`src/rtl/rmii_rx_to_mii.sv`:
```
// rmii_rx_to_mii: RMII receive dibits to MII nibbles at 10/100 Mb/s; RMII_RX_STATS_EN enables frame/error counters
module rmii_rx_to_mii #(
    parameter int SAMPLE_PHASE = 5,
    parameter int STAT_W       = 16
) (
    input  logic              sys_clk,
    input  logic              reset,
    input  logic              phy2rmii_crs_dv,
    input  logic              phy2rmii_rx_er,
    input  logic [1:0]        phy2rmii_rxd,
    input  logic              speed_100,
    output logic [3:0]        mii_rxd,
    output logic              mii_rx_dv,
    output logic              mii_rx_er,
    output logic              mii_rx_clk_en,
    output logic [STAT_W-1:0] frame_cnt,
    output logic [STAT_W-1:0] err_cnt
);
    typedef enum logic [1:0] {IDLE, ALIGN, DATA, FALSE_CARRIER} state_t;

    state_t     state, nxt;
    logic       crs, rise, crs_d, armed, speed_q, fast, stb, hunt;
    logic [1:0] rxd, low, tent, n_low, n_tent;
    logic [3:0] cnt, cnt_eff, o_rxd;
    logic       have_low, low_er, pend, tent_er;
    logic       n_have, n_low_er, n_pend, n_tent_er;
    logic       emit, o_dv, o_er;

    assign crs     = phy2rmii_crs_dv;
    assign rxd     = phy2rmii_rxd;
    assign rise    = crs & ~crs_d;
    assign cnt_eff = rise ? 4'd0 : cnt;
    assign fast    = (state == IDLE) ? speed_100 : speed_q;
    assign stb     = fast | (cnt_eff == 4'(SAMPLE_PHASE));
    assign hunt    = (state == IDLE && armed) || state == ALIGN;

    // Sample phase counter, carrier edge history, speed latch and post-reset arming
    always_ff @(posedge sys_clk or posedge reset) begin
        if (reset) begin
            cnt     <= 4'd0;
            crs_d   <= 1'b0;
            armed   <= 1'b0;
            speed_q <= 1'b0;
        end else begin
            cnt     <= (cnt_eff == 4'd9) ? 4'd0 : cnt_eff + 4'd1;
            crs_d   <= crs;
            armed   <= armed | ~crs;
            speed_q <= fast;
        end
    end

    // FSM state register
    always_ff @(posedge sys_clk or posedge reset) begin
        if (reset) state <= IDLE;
        else       state <= nxt;
    end

    // FSM next state; the IDLE sample that sees carrier is already judged as an ALIGN dibit
    always_comb begin
        nxt = state;
        if (stb) begin
            if (hunt)
                nxt = !crs ? IDLE : rxd == 2'b01 ? DATA : rxd == 2'b10 ? FALSE_CARRIER : ALIGN;
            else if (!crs && ((state == DATA && pend) || state == FALSE_CARRIER))
                nxt = IDLE;
        end
    end

    // Dibit assembly; a lone low-carrier dibit is held tentatively until the next sample decides its fate
    always_comb begin
        emit      = 1'b0;
        o_rxd     = 4'h0;
        o_dv      = 1'b0;
        o_er      = 1'b0;
        n_have    = have_low;
        n_low     = low;
        n_low_er  = low_er;
        n_pend    = pend;
        n_tent    = tent;
        n_tent_er = tent_er;
        if (stb && hunt && crs && rxd == 2'b01) begin
            n_have   = 1'b1;
            n_low    = rxd;
            n_low_er = phy2rmii_rx_er;
            n_pend   = 1'b0;
        end else if (stb && hunt && crs && rxd == 2'b10) begin
            emit  = 1'b1;
            o_rxd = 4'he;
            o_er  = 1'b1;
        end else if (stb && state == DATA) begin
            if (!crs && pend) begin
                emit   = 1'b1;
                n_pend = 1'b0;
                n_have = 1'b0;
            end else if (!crs) begin
                n_pend    = 1'b1;
                n_tent    = rxd;
                n_tent_er = phy2rmii_rx_er;
            end else if (pend && have_low) begin
                emit     = 1'b1;
                o_dv     = 1'b1;
                o_rxd    = {tent, low};
                o_er     = tent_er | low_er;
                n_pend   = 1'b0;
                n_low    = rxd;
                n_low_er = phy2rmii_rx_er;
            end else if (pend) begin
                emit   = 1'b1;
                o_dv   = 1'b1;
                o_rxd  = {rxd, tent};
                o_er   = phy2rmii_rx_er | tent_er;
                n_pend = 1'b0;
            end else if (have_low) begin
                emit   = 1'b1;
                o_dv   = 1'b1;
                o_rxd  = {rxd, low};
                o_er   = phy2rmii_rx_er | low_er;
                n_have = 1'b0;
            end else begin
                n_have   = 1'b1;
                n_low    = rxd;
                n_low_er = phy2rmii_rx_er;
            end
        end
    end

    // Assembly state and MII outputs; outputs hold between strobes
    always_ff @(posedge sys_clk or posedge reset) begin
        if (reset) begin
            mii_rxd       <= 4'h0;
            mii_rx_dv     <= 1'b0;
            mii_rx_er     <= 1'b0;
            mii_rx_clk_en <= 1'b0;
            have_low      <= 1'b0;
            low           <= 2'b00;
            low_er        <= 1'b0;
            pend          <= 1'b0;
            tent          <= 2'b00;
            tent_er       <= 1'b0;
        end else begin
            mii_rx_clk_en <= emit;
            if (emit) begin
                mii_rxd   <= o_rxd;
                mii_rx_dv <= o_dv;
                mii_rx_er <= o_er;
            end
            have_low <= n_have;
            low      <= n_low;
            low_er   <= n_low_er;
            pend     <= n_pend;
            tent     <= n_tent;
            tent_er  <= n_tent_er;
        end
    end

`ifdef RMII_RX_STATS_EN
    logic ferr;

    // Frame and error statistics; one error count per frame at most
    always_ff @(posedge sys_clk or posedge reset) begin
        if (reset) begin
            frame_cnt <= '0;
            err_cnt   <= '0;
            ferr      <= 1'b0;
        end else begin
            ferr <= (nxt == DATA && state != DATA) ? 1'b0 : ferr | (emit & o_er);
            if (state == DATA && nxt == IDLE) begin
                frame_cnt <= frame_cnt + STAT_W'(1);
                if (ferr | have_low) err_cnt <= err_cnt + STAT_W'(1);
            end else if (nxt == FALSE_CARRIER && state != FALSE_CARRIER) begin
                err_cnt <= err_cnt + STAT_W'(1);
            end
        end
    end
`else
    assign frame_cnt = '0;
    assign err_cnt   = '0;
`endif
endmodule

```
`config.mk`:
```
export PLATFORM = sky130hd
export DESIGN_NAME = rmii_rx_to_mii
export DESIGN_NICKNAME = d
export VERILOG_FILES = /design/src/rtl/rmii_rx_to_mii.sv
export SDC_FILE = /design/constraint.sdc
export NUM_CORES = 1
export LEC_CHECK = 0
export ABC_AREA = 1
export BUFFER_PORTS_ARGS = -buffer_cell sky130_fd_sc_hd__buf_4
export CAP_MARGIN = 20
export CORE_MARGIN = 5
export CORE_UTILIZATION = 45
export CTS_BUF_LIST = sky130_fd_sc_hd__clkbuf_8
export DETAILED_ROUTE_END_ITERATION = 16
export PLACE_DENSITY = 0.7
export SYNTH_ARGS = -nofsm -noshare
export SYNTH_HDL_FRONTEND = slang
export SYNTH_SLANG_ARGS = --single-unit
```
`constraint.sdc`:
```
create_clock -name sys_clk -period 1.7 [get_ports sys_clk]
set_clock_uncertainty 0.15 [all_clocks]
set_input_delay 0.085 -clock sys_clk [delete_from_list [all_inputs] [get_ports sys_clk]]
set_output_delay 0.085 -clock sys_clk [all_outputs]
set_load 0.05 [all_outputs]
```
==> results of run 1 <==
[Yosys cell counts (all sizes together)]
cell and n:
conb 1, o22ai 5, nand2 60, ha 2, o21ai 8, buf 33, a32oi 1, nand4 6
or2 1, nor2 12, a21oi 1, o211ai 1, nand3 8, a22oi 1, nor3 1, dfrtp 24
inv 22
[what timing repair did]
action                                  CTS  global route
buffers inserted                          0             3
gates resized for setup                   0             8
endpoints found under the hold margin    32             0
hold buffers                              6             0
endpoints found under the setup margin    0            14
[metrics by stage]
step	TNS, ns	power [mW]	setup slack (ns)	std cells	instance area, µm²
global placement	0	2.273	0.07572	246	1577
floorplan	0	2.058	0.1509	218	1658
finish	0	2.728	0.03566	259	1740
detailed placement	0	2.296	0.02729	246	1577
global route	-0.8750	2.939	-0.1037	259	1740
CTS	0	2.700	0.008855	256	1692
[layout make-up]
| cell class | count | share of cell area [%] |
|---|---|---|
| multi-input cells | 139 | 43.06 |
| inverters | 22 | 4.745 |
| repair buffers | 24 | 11.21 |
| well taps | 46 | 3.307 |
| clock buffers | 4 | 3.163 |
| flip-flops and latches | 24 | 34.51 |
[state kept, by name, summed over array words and instances, names as in the netlist]
register / cells
armed: 1
cnt: 4
crs_d: 1
have_low: 1
low: 2
low_er: 1
mii_rx_clk_en: 1
mii_rx_dv: 1
mii_rx_er: 1
mii_rxd: 4
pend: 1
speed_q: 1
state: 2
tent: 2
tent_er: 1
[worst min path at each step]
stage | from | endpoint | cells after the start
after detailed placement | reset | cnt[0]$_DFF_PP0_ | 3
final | phy2rmii_crs_dv | low[1]$_DFFE_PP0P_ | 4
after CTS | phy2rmii_crs_dv | low_er$_DFFE_PP0P_ | 4
after global routing | phy2rmii_crs_dv | low[0]$_DFFE_PP0P_ | 4
after global placement | reset | cnt[0]$_DFF_PP0_ | 3
after floorplan | reset | armed$_DFF_PP0_ | 1
[worst max-delay path: stages, from the launching register on]
cell and delay, ns:
dfrtp_1 0.42, nor2_2 0.15, nand2_1 0.08, o21ai_2 0.07, inv_2 0.07, nand2_4 0.11, nand3_4 0.13, nand2_4 0.16
nand2_4 0.10, nand2_2 0.07, o21ai_2 0.04
[logic make-up (layout without fill, tap and decap cells)]
group,after synthesis,count (layout)
buf+inv,55,50
compound gates,17,17
other cells,1,32
flops,24,24
fa+ha+maj,2,2
simple gates,88,88
[power by group through the flow]
stage | sequential, mW | combinational, mW | clock, mW
global placement | 0.961 | 1.31 | 0
CTS | 0.958 | 1.34 | 0.400
floorplan | 1.19 | 0.869 | 0
global route | 0.996 | 1.52 | 0.424
finish | 0.965 | 1.38 | 0.385
detailed placement | 0.969 | 1.33 | 0
[metal layers]
metal  part of all wire (%)  wire length [µm]  up-vias  track usage, %
met5                      0                 0        -               0
met4                    1.8                48        0           5.211
met3                    7.0               187        5           3.404
met2                     45              1190       33           18.47
met1                     46              1229      500           17.96
li1                       -                 -      584               -
==> results.md, run 1 <==
* Initial antenna violation count at 0
* Number of global-route vias before repair at between 900 and 1000
* WP data required at 1.71 ns
* Adder-Cell Fraction of Synth Area at 1.623%
* Net Switching at 1.324 mW
* Clock Path Buffers at 2
* Number of synthesized register bits at 24
* Synth area leader: dfrtp_1
* Sw Ratio at 48.55%
* Gate Count Post-Synth at between 150 and 200
* Xor and xnor fraction of the mapped netlist area at 0%
* Routability cong. at between 0.9 and 1
* Initial DRC count at 54
* Final core utilization at a little over half
* CTS H-tree depth at 1
* Port bufs at 13
* FP Rows at 21
* Die ar. at 4696 µm²
* Routed len/inst at 10.25 µm
* All-Layer GR Usage at 12.78%
* Nets at between 200 and 250
* Crit path kind: reg -> reg
* Logic pwr share at roughly 50%
* Initial core utilization at 46.19%
* Fill count at 350
* Mapped Area at 1541 µm²
* Total congestion overflow at 0
* Layout cells sized above 1 at between 20% and 30%
* Unrepaired setup endpoints after global routing: true
* CP startpoint: state[1]$_DFFE_PP0P_
* Root buf cell: clkbuf_8
* DP HPWL at 2.030 mm
* Final-report hold violation count at 0
* Reg power frac at 35.4%
* Commonest non-fill, non-tap cell in the layout: nand2_1
* Top post-synthesis cells by area: dfrtp_1 (39%), buf_4 (16%), nand2_1 (12%)
* Max VDD drop at 0.5242 mV
* # IOs at between 40 and 50
* Share of Yosys cell area claimed by the top area cell type at 38.96%
* Int Power at 1.404 mW
* Post-synthesis mux area share at 0%
* Post-layout min period at 1.664 ns
* CTS tree: built
* Synth Area in Compound Gates at 6.981%
* Worst skew pair latency at 0.27 ns
* DRT Pass-1 Iters at 4
* First-pass GRT wire length at 4.457 mm
* Worst setup path end: tent[0]$_DFFE_PP0P_
* Register Area at 600.6 µm²
* WL final at 2.655 mm
* Worst setup SP type: flip-flop
* Hold Slack at 0.02563 ns
* Pwr/cell area at 1567 nW/µm²
* Worst min-delay path category: in -> reg
* Syn Area/Cell at 8.243 µm²
* Beginning of the worst register-to-register path: state[1]$_DFFE_PP0P_
* TritonCTS buffer count at 3
* Antenna Violating Nets Remaining at 0
* Status: finished clean
* Largest net degree at the start of global routing at 25
* R2R Setup Slk at roughly 0.036 ns
* Ys Warns at 0
* CP Max Fanout at 8
* WP data arrival at 1.68 ns
* Leakage power at roughly 0.95 nW
* Most frequent cells in the layout: nand2_1 (47), conb_1 (32), dfrtp_1 (24)
* Drt drc at 0
* Vias/cell at 4.332
* Clock power frac at 14.1%
* Clock slew at reported path FFs at 0.08 ns
* Max-Cap Viols at 0
* Clk sink count at 24
* Max Clock Freq at roughly 600 MHz
* P&R area growth vs syn at 12.91%
* Setup violators final at 0
* Chip width at 68.53 µm
* FF-to-FF path depth at 10
* Max-slew violations at 0
* Area of the multi-input gates at 749.5 µm²
* # diodes at 0
* Register area share after synthesis at 38.96%
* Final period util at 97.90%
* Total number of vias at ~1100
* Die span in y at 68.53 µm
* Core ar. at 3337 µm²
* Simple-gate share of the synthesized area at between 30 and 40%
* Largest family of logic cells by synthesized area: simple AND/OR/NAND/NOR gates
* Reg-to-Reg End: tent[0]$_DFFE_PP0P_
* Crit path capture type: flip-flop
* Yosys cell types at 28
(Power assumes the default switching activity.)
==> run 2: changes to the inputs <==
Settings changed: CORE_ASPECT_RATIO from default to 2.
==> run 2 against run 1 <==
Effect of this change: register-to-register slack worse by 0.02 ns; cell area is 4.5% higher; total power is 10% higher; utilization is 2.3 points higher; worst hold slack worse by 0.015 ns; wire length is 20% higher; via count is 10% higher; sequential power is 1% lower; die area is 1.5% higher; worst setup slack worse by 0.018 ns; first-iteration DRC count is 15% lower; largest power group unchanged.
==> results.md, run 2 (synthesis gave the netlist of run 1 again) <==
* Leakage power at 0.9827 nW (+3.4%)
* Commonest non-fill, non-tap cell in the layout: nand2_1
* Hold Slack at 0.01063 ns (-0.01500 ns)
* Total number of vias at 1236 (+10%)
* Most frequent cells in the layout: nand2_1 (46), conb_1 (32), dfrtp_1 (24), buf_4 (24), inv_1 (16)
* Port bufs at 13 (unchanged)
* CP bufs+invs at 1 (unchanged)
* Crit-path slowest cell: dfrtp_1
* Crit. path cell count at 10 (unchanged)
* Die ar. at 4767 µm² (+1.5%)
* Critical Path Max Stage Delay at 0.40 ns (-0.02 ns)
* Crit path capture type: flip-flop
* Nets at 229 (+2.7%)
* Root buf cell: clkbuf_8
* Worst min-delay path category: in -> reg
* Max VDD drop at 0.6877 mV (+31%)
* All-Layer GR Usage at 12.98% (+0.20 points)
* Layout cells sized above 1 at 28.31% (+3.4 points)
* Largest delay share family, worst path: simple AND/OR/NAND/NOR gates
* Initial core utilization at 46.14% (-0.052 points)
* Unrepaired setup endpoints after global routing: true
* DRT Pass-1 Iters at 4 (unchanged)
* GRT met3 Usage at 2.254% (-1.1 points)
* Final std cells w/o fill at 251 (-3.1%)
* Final-report hold violation count at 0 (unchanged)
* DP HPWL at 2.360 mm (+16%)
* Final period util at 98.94% (+1.0 points)
* Max-slew violations at 0 (unchanged)
* Crit path kind: reg -> reg
* WP data arrival at 1.70 ns (+0.02 ns)
* Drt drc at 0 (unchanged)
* FP Rows at 30 (+43%)
* Largest net degree at the start of global routing at 25 (unchanged)
* Worst skew pair latency at 0.27 ns (about the same)
* Met2 GRT Util at 24.04% (+5.6 points)
* Post-placement cell count at 233 (-5.3%)
* Die span in y at 92.77 µm (+35%)
* Pwr/cell area at 1651 nW/µm² (+5.4%)
* Critical path cell sequence: nor2_2 > nand2_1 > o21ai_2 > inv_2 > nand2_4 > nand3_4 > nand2_8 > nand3_4 > nand2_2 > nand2_1
* Routed len/inst at 12.69 µm (+24%)
* # diodes at 0 (unchanged)
* WP data required at 1.72 ns (about the same)
* GR Util met1 at 11.95% (-6.0 points)
* Hold depth at 3 (-1)
* Clock slew at reported path FFs at 0.08 ns (about the same)
* Initial DRC count at 46 (-15%)
* Post-layout min period at 1.682 ns (+0.01772 ns)
* Status: finished clean
* Initial antenna violation count at 0 (unchanged)
* Clock Path Buffers at 2 (unchanged)
* Chip width at 51.39 µm (-25%)
* Vias/cell at 4.924 (+14%)
* Core ar. at 3341 µm² (+0.11%)
* Largest regs: cnt (4), mii_rxd (4)
* Worst setup SP type: flip-flop
* Max Clock Freq at 594.5 MHz (-1.1%)
* Antenna Violating Nets Remaining at 0 (unchanged)
* CTS tree: built
* Number of global-route vias before repair at 1108 (+11%)
* CTS H-tree depth at 1 (unchanged)
* # IOs at 46 (unchanged)
* TritonCTS buffer count at 3 (unchanged)
* Setup violators final at 0 (unchanged)
* Clk sink count at 24 (unchanged)
* First-pass GRT wire length at 4.616 mm (+3.6%)
* CP Max Fanout at 8 (unchanged)
* FF-to-FF path depth at 10 (unchanged)
* GR peak layer: met2
* Total congestion overflow at 0 (unchanged)
* Max-Cap Viols at 0 (unchanged)
* WL final at 3.184 mm (+20%)
* Routability cong. at 0.8483 (-6.5%)
* P&R area growth vs syn at 17.94%
run 2: cell count changes in the layout (fill, tap and decap cells not counted), sizes merged:
cell	change
buf	+6
bufinv	+1
clkbuf	-1
run 2: cell type report:
| class | count | area [µm²] |
|---|---|---|
| Clock buffer | 3 | 41.29 |
| Clock inverter | 1 | 30.03 |
| Fill cell | 318 | 1523 |
| Inverter | 22 | 82.58 |
| Multi-Input combinational cell | 139 | 783.3 |
| Sequential cell | 24 | 600.6 |
| Tap cell | 32 | 40.04 |
| Timing Repair Buffer | 30 | 240.2 |
run 2: through the flow:
step	util (%)	TNS [ns]	setup slack [ns]	area (µm²)	power [mW]
final	54.42	0	0.01794	1818	3.002
after global routing	54.42	-1.024	-0.09178	1818	3.175
after CTS	50.82	0	0.005895	1698	2.846
after detailed placement	46.89	0	0.01856	1567	2.329
after global placement	46.89	0	0.06437	1567	2.310
after floorplan	-	0	0.1509	1658	2.058
run 2: report_power, final:
group	internal [mW]	switching (mW)	total [mW]
clock network	0.315	0.185	0.500
registers	0.787	0.167	0.953
logic	0.479	1.07	1.55
run 2: worst paths after layout:
path / start / endpoint / slack, ns
setup / recovery: state[0]$_DFFE_PP0P_ / low[0]$_DFFE_PP0P_ / 0.02
hold / removal: phy2rmii_crs_dv / low[0]$_DFFE_PP0P_ / 0.01
setup reg to reg: state[0]$_DFFE_PP0P_ / low[0]$_DFFE_PP0P_ / 0.02
hold reg to reg: mii_rxd[0]$_DFFE_PP0P_ / mii_rxd[0]$_DFFE_PP0P_ / 0.33
max in group asynchronous: reset / cnt[0]$_DFF_PP0_ / 0.89
min in group asynchronous: reset / tent[1]$_DFFE_PP0P_ / 0.27
run 2: timing repair:
action | 4_1_cts | 5_1_grt
resized for setup | 0 | 14
hold endpoints to repair | 31 | 0
setup endpoints to repair | 0 | 14
hold buffers | 6 | 0
buffers inserted | 0 | 8
run 2: per-layer routing:
layer,vias to the layer above,routed length [µm]
met1,563,1050
met3,17,241
met5,-,0
li1,590,-
met2,66,1738
met4,0,154
run 2: worst reg2reg max path: stages (launching register included):
cell     delay [ns]
dfrtp_1        0.40
nor2_2         0.15
nand2_1        0.08
o21ai_2        0.07
inv_2          0.07
nand2_4        0.11
nand3_4        0.17
nand2_8        0.17
nand3_4        0.09
nand2_2        0.07
nand2_1        0.05
